### src/rtl/shift_pkg.sv
// Shared constants and types for the multi-cycle shift sequencer.
package shift_pkg;

  localparam logic [1:0] MODE_LOG = 2'b00;
  localparam logic [1:0] MODE_ARI = 2'b01;
  localparam logic [1:0] MODE_ROT = 2'b10;

  localparam int DATA_W_DFLT = 8;
  // Largest amount a single pass can apply (DATA_W-1).
  localparam int MAX_STEP    = DATA_W_DFLT - 1;

  typedef enum logic [1:0] {IDLE, RUN, DONE} state_e;

endpackage

### src/rtl/shift_step.sv
// One combinational shift pass of 0..7 positions: a 1/2/4 log-stage mux chain.
module shift_step
  import shift_pkg::*;
#(
  parameter int DATA_W = DATA_W_DFLT
) (
  input  logic [DATA_W-1:0] data_i,
  input  logic [2:0]        amt_i,
  input  logic              lr_i,
  input  logic [1:0]        mode_i,
  output logic [DATA_W-1:0] data_o
);

  logic rot, ari;
  logic [3:0][DATA_W-1:0] stg;

  assign rot    = (mode_i == MODE_ROT);
  assign ari    = (mode_i == MODE_ARI);
  assign stg[0] = data_i;

  for (genvar s = 0; s < 3; s++) begin : g_stage
    localparam int SH = 1 << s;
    logic [SH-1:0]     lfill, rfill;
    logic [DATA_W-1:0] lsh, rsh;

    // Arithmetic only matters to the right; left arithmetic is logical.
    assign lfill = rot ? stg[s][DATA_W-1 -: SH] : '0;
    assign rfill = rot ? stg[s][SH-1:0]
                 : ari ? {SH{stg[s][DATA_W-1]}} : '0;
    assign lsh   = {stg[s][DATA_W-1-SH:0], lfill};
    assign rsh   = {rfill, stg[s][DATA_W-1:SH]};
    assign stg[s+1] = amt_i[s] ? (lr_i ? rsh : lsh) : stg[s];
  end

  assign data_o = stg[3];

endmodule

### src/rtl/shift_seq.sv
// Shift sequencer: applies shifts up to 31 as repeated <=7-position passes,
// with valid/ready on both command input and result output.
module shift_seq
  import shift_pkg::*;
#(
  parameter int DATA_W = DATA_W_DFLT,
  parameter int AMT_W  = 5
) (
  input  logic              clk,
  input  logic              rst,
  input  logic              in_valid,
  output logic              in_ready,
  input  logic [DATA_W-1:0] in_data,
  input  logic [AMT_W-1:0]  in_amt,
  input  logic              in_lr,
  input  logic [1:0]        in_mode,
  output logic              out_valid,
  input  logic              out_ready,
  output logic [DATA_W-1:0] out_data
);

  state_e            state_q, state_d;
  logic [DATA_W-1:0] acc_q, acc_d;
  logic [AMT_W-1:0]  rem_q, rem_d;
  logic              lr_q, lr_d;
  logic [1:0]        mode_q, mode_d;
  logic [2:0]        step;
  logic [DATA_W-1:0] shifted;

  assign step = (rem_q > AMT_W'(MAX_STEP)) ? 3'(MAX_STEP) : rem_q[2:0];

  shift_step #(.DATA_W(DATA_W)) u_step (
    .data_i (acc_q),
    .amt_i  (step),
    .lr_i   (lr_q),
    .mode_i (mode_q),
    .data_o (shifted)
  );

  assign in_ready  = (state_q == IDLE) && !rst;
  assign out_valid = (state_q == DONE);
  assign out_data  = acc_q;

  always_comb begin
    state_d = state_q;
    acc_d   = acc_q;
    rem_d   = rem_q;
    lr_d    = lr_q;
    mode_d  = mode_q;
    case (state_q)
      IDLE: if (in_valid) begin
        acc_d   = in_data;
        rem_d   = in_amt;
        lr_d    = in_lr;
        mode_d  = in_mode;
        state_d = (in_amt != '0) ? RUN : DONE;
      end
      RUN: begin
        acc_d = shifted;
        rem_d = rem_q - AMT_W'(step);
        if (rem_d == '0) state_d = DONE;
      end
      DONE: if (out_ready) state_d = IDLE;
      default: state_d = IDLE;
    endcase
  end

  always_ff @(posedge clk) begin
    if (rst) begin
      state_q <= IDLE;
      acc_q   <= '0;
      rem_q   <= '0;
      lr_q    <= 1'b0;
      mode_q  <= MODE_LOG;
    end else begin
      state_q <= state_d;
      acc_q   <= acc_d;
      rem_q   <= rem_d;
      lr_q    <= lr_d;
      mode_q  <= mode_d;
    end
  end

endmodule
### config.mk
export PLATFORM = sky130hd
export DESIGN_NAME = shift_seq
export DESIGN_NICKNAME = d
export VERILOG_FILES = /design/src/rtl/shift_pkg.sv /design/src/rtl/shift_step.sv /design/src/rtl/shift_seq.sv
export SDC_FILE = /design/constraint.sdc
export NUM_CORES = 1
export LEC_CHECK = 0
export ABC_AREA = 0
export BUFFER_PORTS_ARGS = -buffer_cell sky130_fd_sc_hd__buf_2
export CAP_MARGIN = 20
export CORE_MARGIN = 3
export CORE_UTILIZATION = 51
export DETAILED_ROUTE_END_ITERATION = 8
export GPL_TIMING_DRIVEN = 0
export PLACE_DENSITY = 0.76
export SLEW_MARGIN = 20
export SYNTH_ARGS = -nofsm -noshare
export SYNTH_HDL_FRONTEND = slang
export SYNTH_SLANG_ARGS = --single-unit
### constraint.sdc
create_clock -name clk -period 2.4 [get_ports clk]
set_input_delay 0.12 -clock clk [delete_from_list [all_inputs] [get_ports clk]]
set_output_delay 0.12 -clock clk [all_outputs]
set_load 0.01 [all_outputs]
**Word level (Yosys, flattened, before mapping)**

Cells that the tools add are included.

- Register bits: 18
- Bits of input ports: 20
- Output and inout bits: 10
- Logic and storage cells: 48

- Add/sub/neg operators: 1
- Magnitude comparators: 1
- Eq/ne operators: 7
- Multiplexer cells: 25
- Reduce and logical (&&, ||, !) cells: 9

Operator list:

| cell | count |
|---|---|
| 2-to-1 mux 8 bit | 7 |
| case mux 8 bit (2 select lines) | 1 |
| 2-to-1 mux 2 bit | 7 |
| 2-to-1 mux 4 bit | 3 |
| case mux 5 bit (2 select lines) | 1 |
| case mux 2 bit (3 select lines) | 1 |
| greater-than comparator 5 x 3 -> 1 bit, second input constant | 1 |
| logical NOT 5 bit | 1 |
| 2-to-1 mux 5 bit | 1 |
| nonzero test 5 bit | 1 |
| subtractor 5 x 3 -> 5 bit | 1 |
| == test 2 x 1 -> 1 bit, second input constant | 2 |
| == test 2 bit, second input constant | 2 |
| != test 2 bit, second input constant | 2 |
| AND reduction 2 bit | 2 |
| 2-to-1 mux 1 bit | 3 |
| 2-to-1 mux 3 bit | 1 |
| AND reduction 3 bit | 1 |
| logical NOT 2 bit | 1 |
| != test 2 x 1 -> 1 bit, second input constant | 1 |
| nonzero test 2 bit | 1 |
| logical AND 1 bit | 1 |
| logical NOT 1 bit | 1 |

**Depth between registers and ports, before layout**

- Depth in word-level cells: 14
- Gate-level depth with buffers: 10
- Gate-level depth less buffers: 8

**By module**

A second synthesis with hierarchy kept.

- Cell total of the unflattened synthesis: 226
- Area total of the unflattened synthesis: 1,740.4 µm²

By module, submodules not included:

| module | times used | cells an instance | area an instance (µm²) | sequential area each (µm²) |
|---|---|---|---|---|
| shift_seq | 1 | 121 | 1,021.0 | 360.3 |
| shift_step | 1 | 105 | 719.4 | 0.0 |

**Worst setup path after synthesis**

OpenSTA, ideal clock, no wires.

- Kind: register to register
- Start point: register rem_q[3]
- End point: register state_q[0]
- Arrival time: 2,107 ps
- Data required time: 2,272 ps
- Setup slack: 165 ps
- Cell stages (with the launch flop): 11
- Path buffers: 2
- Clock period less this slack: 2,235 ps
- Path through: dfxtp_1 -> buf_4 -> clkbuf_8 -> nor2_1 -> or2_2 -> ha_1 -> and3b_1 -> a221o_1 -> o211ai_1 -> mux2i_1 -> nor2_1

- Word-level cells in the longest chain between the ends: 6

RTL lines:

| element | line | text |
|---|---|---|
| start, declared | shift_seq.sv:24 | `logic [AMT_W-1:0] rem_q, rem_d;` |
| start signal, assigned | shift_seq.sv:78 | `rem_q <= rem_d;` |
| greater-than comparator 5 x 3 -> 1 bit | shift_seq.sv:30 | `assign step = (rem_q > AMT_W'(MAX_STEP)) ? 3'(MAX_STEP) : rem_q[2:0];` |
| 2-to-1 mux 3 bit | shift_seq.sv:30 |  |
| subtractor 5 x 3 -> 5 bit * | shift_seq.sv:60 | `rem_d = rem_q - AMT_W'(step);` |
| logical NOT 5 bit * | shift_seq.sv:61 | `if (rem_d == '0) state_d = DONE;` |
| != test 2 bit (no line) * | -- |  |
| AND reduction 3 bit (no line) * | -- |  |
| end signal, assigned | shift_seq.sv:76 | `state_q <= state_d;` |
| end, declared | shift_seq.sv:22 | `state_e state_q, state_d;` |

Every way passes the cells marked *; elsewhere a longest branch is shown, timed or not.
A chain may end at the register's enable or synchronous reset.

**Worst setup path after layout**

Ends and elaborated chain as after synthesis.

==> results.md <==
- Outcome: finished clean
- Setup WS pre-CTS: -0.0103 ns
- Highest metal used: met4
- Cell count of the worst hold path: 3
- Met1 WL: 2.25 mm
- CTS buffer count: 3
- Crit path launch type: register
- Vias in the first global route: 1876
- Met2 WL post-DR: 2.51 mm
- Ys Warns: 0
- Grt ovf: 0
- Setup slack, reg-to-reg: 0.15 ns
- Initial Utilization: 0.538
- PD cells: 1360 mW/mm2
- HP Class: in2reg
- Worst skew pair latency: 0.32 ns
- First-pass GRT wire length: 8.77 mm
- Antenna cell count: 0
- CP Max Fanout: 10
- Routed Wire Length: 5.33 mm
- Hold Startpoint: in_lr
- CP Capture Type: register
- Mean Syn Cell Area: 8.14 um2
- Worst r2r src: rem_q[3]$_SDFFE_PP0P_
- Antenna violations before repair: 0
- Fin crit period: 2.25 ns
- Final HPWL DP: 3.89 mm
- Sequential-to-total area share from yosys stat: 0.196
- Dpl cell area: 0.00204 mm2
- Worst-Margin Slew: 0.532 ns
- Maximum VDD drop: 697 uV
- Core area: 0.00342 mm2
- Total Power: 2.85 mW
- Drt via density: 6.50
- DR vias: 1989
- Max cap viols: 0
- Routed wire per std cell: 17.4 um
- Crit path kind: reg2reg
- RSZ-0062 raised after global routing: false
- Gpl congestion: 0.917
- Post-route ant nets: 0
- Nets: 282
- R2R depth: 10
- Root buffer cell: clkbuf_4
- Syn Nets: 247
- Slew HR: 0.645
- Core Rows: 21
- Worst Skew: 0.0127 ns
- Setup WS post-layout: 0.147 ns
- Clk buf depth: 2
- Layout cell share with drive strength beyond 1: 0.312
- Reg2reg end: state_q[0]$_SDFFE_PP0P_
- Chip Width: 66.1 um
- Hold EP: lr_q$_SDFFE_PP0P_
- Synth cell types: 67
- Hold WS: 0.0173 ns
- Syn-to-layout area delta: 14.0%
- Post-synth EDFFs: 0
- Port bufs: 29
- Pre-antenna DRT Iters: 7
- Clock slew at reported path FFs: 0.13 ns
- Ports: 30
- Final Hold Vio Count: 0
- Setup violations, final: 0
- Worst Path Arrival: 2.45 ns
- Top achievable clock speed: 0.444 GHz
- Final Cell Area: 0.00210 mm2
- Met3 wire len: 399 um
- H-Tree Depth: 1
- Count of final max-slew check failures: 0
- Die Area: 0.00436 mm2
- Mapped Area: 0.00184 mm2
- Clk sinks: 18
- Flip-flop and latch count after synthesis: 18
- Fraction of the cycle the final worst path needs: 0.939
- Drt drc: 0
- CTS tree: done
- Initial drt markers: 185
- Ys async rst share: 0
- GRT Util Overall: 0.258
- Leakage Power: 0.834 nW
- Largest net degree at the start of global routing: 11
- Die Y-Extent: 66.1 um
- Worst Path Required: 2.60 ns
- Mapped Cells: 226
- Top_reg_cell synth: dfxtp_1
- Setup TNS: 0 ns
## placed cells by master (no fill, tap or decap), types with 4 or more instances in the layout
master	Yosys	layout
buf_2	4	33
nand2_1	20	20
a21oi_1	19	19
nor2_1	16	16
dfxtp_1	18	16
o21ai_0	12	12
mux2i_1	10	10
clkbuf_8	8	9
nor3_1	8	8
a211oi_1	7	7
nor2b_1	6	6
a31oi_1	6	6
buf_6	3	4
nand3_1	4	4
nor4_1	4	4
o211ai_1	4	4
mux2_2	4	4
## logic make-up after synthesis
logic type | share of synthesized area
buffers and inverters | 0.110
DFF | 0.196
adders and majority gates | 0.00680
and+or+nand+nor | 0.267
AOI/OAI and AO/OA | 0.329
muxes | 0.0912
## where the power goes
part,internal (mW),switching (mW),leakage (nW),total [mW]
Combinational,0.911,1.12,0.664,2.03
Clock,0.0929,0.121,0.0210,0.214
Sequential,0.416,0.194,0.149,0.610
## metal layers
layer | vias up | global-route usage
li1 | 939 | -
met1 | 928 | 0.321
met2 | 99 | 0.438
met3 | 23 | 0.0510
met4 | 0 | 0.0939
met5 | - | 0
## worst max-delay path: stages (launching register included)
cell      delay, ns
dfxtp_4        0.39
buf_6          0.14
clkbuf_8       0.16
nor2_1         0.07
or2_2          0.28
ha_2           0.22
and3b_1        0.18
a221o_1        0.32
o211ai_1       0.13
mux2i_1        0.21
nor2_1         0.05
## Yosys cell counts, types with 3 or more instances
| cell | count | area share |
|---|---|---|
| nor2b_1 | 6 | 0.020 |
| clkbuf_8 | 8 | 0.060 |
| a22oi_1 | 3 | 0.012 |
| a211oi_1 | 7 | 0.029 |
| a21oi_1 | 19 | 0.052 |
| a211o_1 | 3 | 0.014 |
| o211a_1 | 3 | 0.016 |
| o211ai_1 | 4 | 0.016 |
| nand2_1 | 20 | 0.041 |
| mux2i_1 | 10 | 0.054 |
| dfxtp_1 | 18 | 0.20 |
| a31oi_1 | 6 | 0.020 |
| nor4_1 | 4 | 0.014 |
| buf_2 | 4 | 0.011 |
| clkbuf_1 | 3 | 0.0061 |
| mux2_2 | 4 | 0.024 |
| nand3_1 | 4 | 0.011 |
| o31ai_1 | 3 | 0.012 |
| buf_6 | 3 | 0.018 |
| nand2b_1 | 3 | 0.010 |
| nor2_1 | 16 | 0.033 |
| nor3_1 | 8 | 0.022 |
| o21ai_0 | 12 | 0.033 |
## how the worst max path moves through the flow
stage | slack (ns) | start | to
6_report | 0.15 | rem_q[3]$_SDFFE_PP0P_ | state_q[0]$_SDFFE_PP0P_
5_1_grt | 0.003 | rem_q[4]$_SDFFE_PP0P_ | state_q[0]$_SDFFE_PP0P_
4_1_cts | 0.03 | rem_q[3]$_SDFFE_PP0P_ | state_q[0]$_SDFFE_PP0P_
3_5_place_dp | -0.01 | rem_q[3]$_SDFFE_PP0P_ | state_q[0]$_SDFFE_PP0P_
3_3_place_gp | -0.006 | rem_q[3]$_SDFFE_PP0P_ | state_q[0]$_SDFFE_PP0P_
2_1_floorplan | 0.17 | rem_q[3]$_SDFFE_PP0P_ | state_q[0]$_SDFFE_PP0P_
## state kept, by name (all words and copies together), names as in the netlist
signal,flops
rem_q,5
state_q,2
lr_q,1
mode_q,2
out_data,8
## stage by stage
| step | util | cells |
|---|---|---|
| 4_1_cts | 0.609 | 305 |
| 3_5_place_dp | 0.598 | 301 |
| 3_3_place_gp | 0.598 | 301 |
| 2_1_floorplan | - | 226 |
| 5_1_grt | 0.614 | 306 |
| 6_report | 0.614 | 306 |
## layout make-up
class,instances,area [um2]
clock buffer,4,36.3
timing repair buffer,30,153
buffer,21,199
multi-input combinational,185,1280
inverter,2,7.51
sequential,18,365
fill,343,1320
tap,46,57.6
## timing repair
item | CTS | global route
hold buffers | 0 | 0
hold endpoints to repair | 0 | 0
setup endpoints to repair | 2 | 2
gates cloned | 0 | 0
gates resized for setup | 1 | 4
setup buffers | 0 | 1
(Power assumes the default switching activity.)
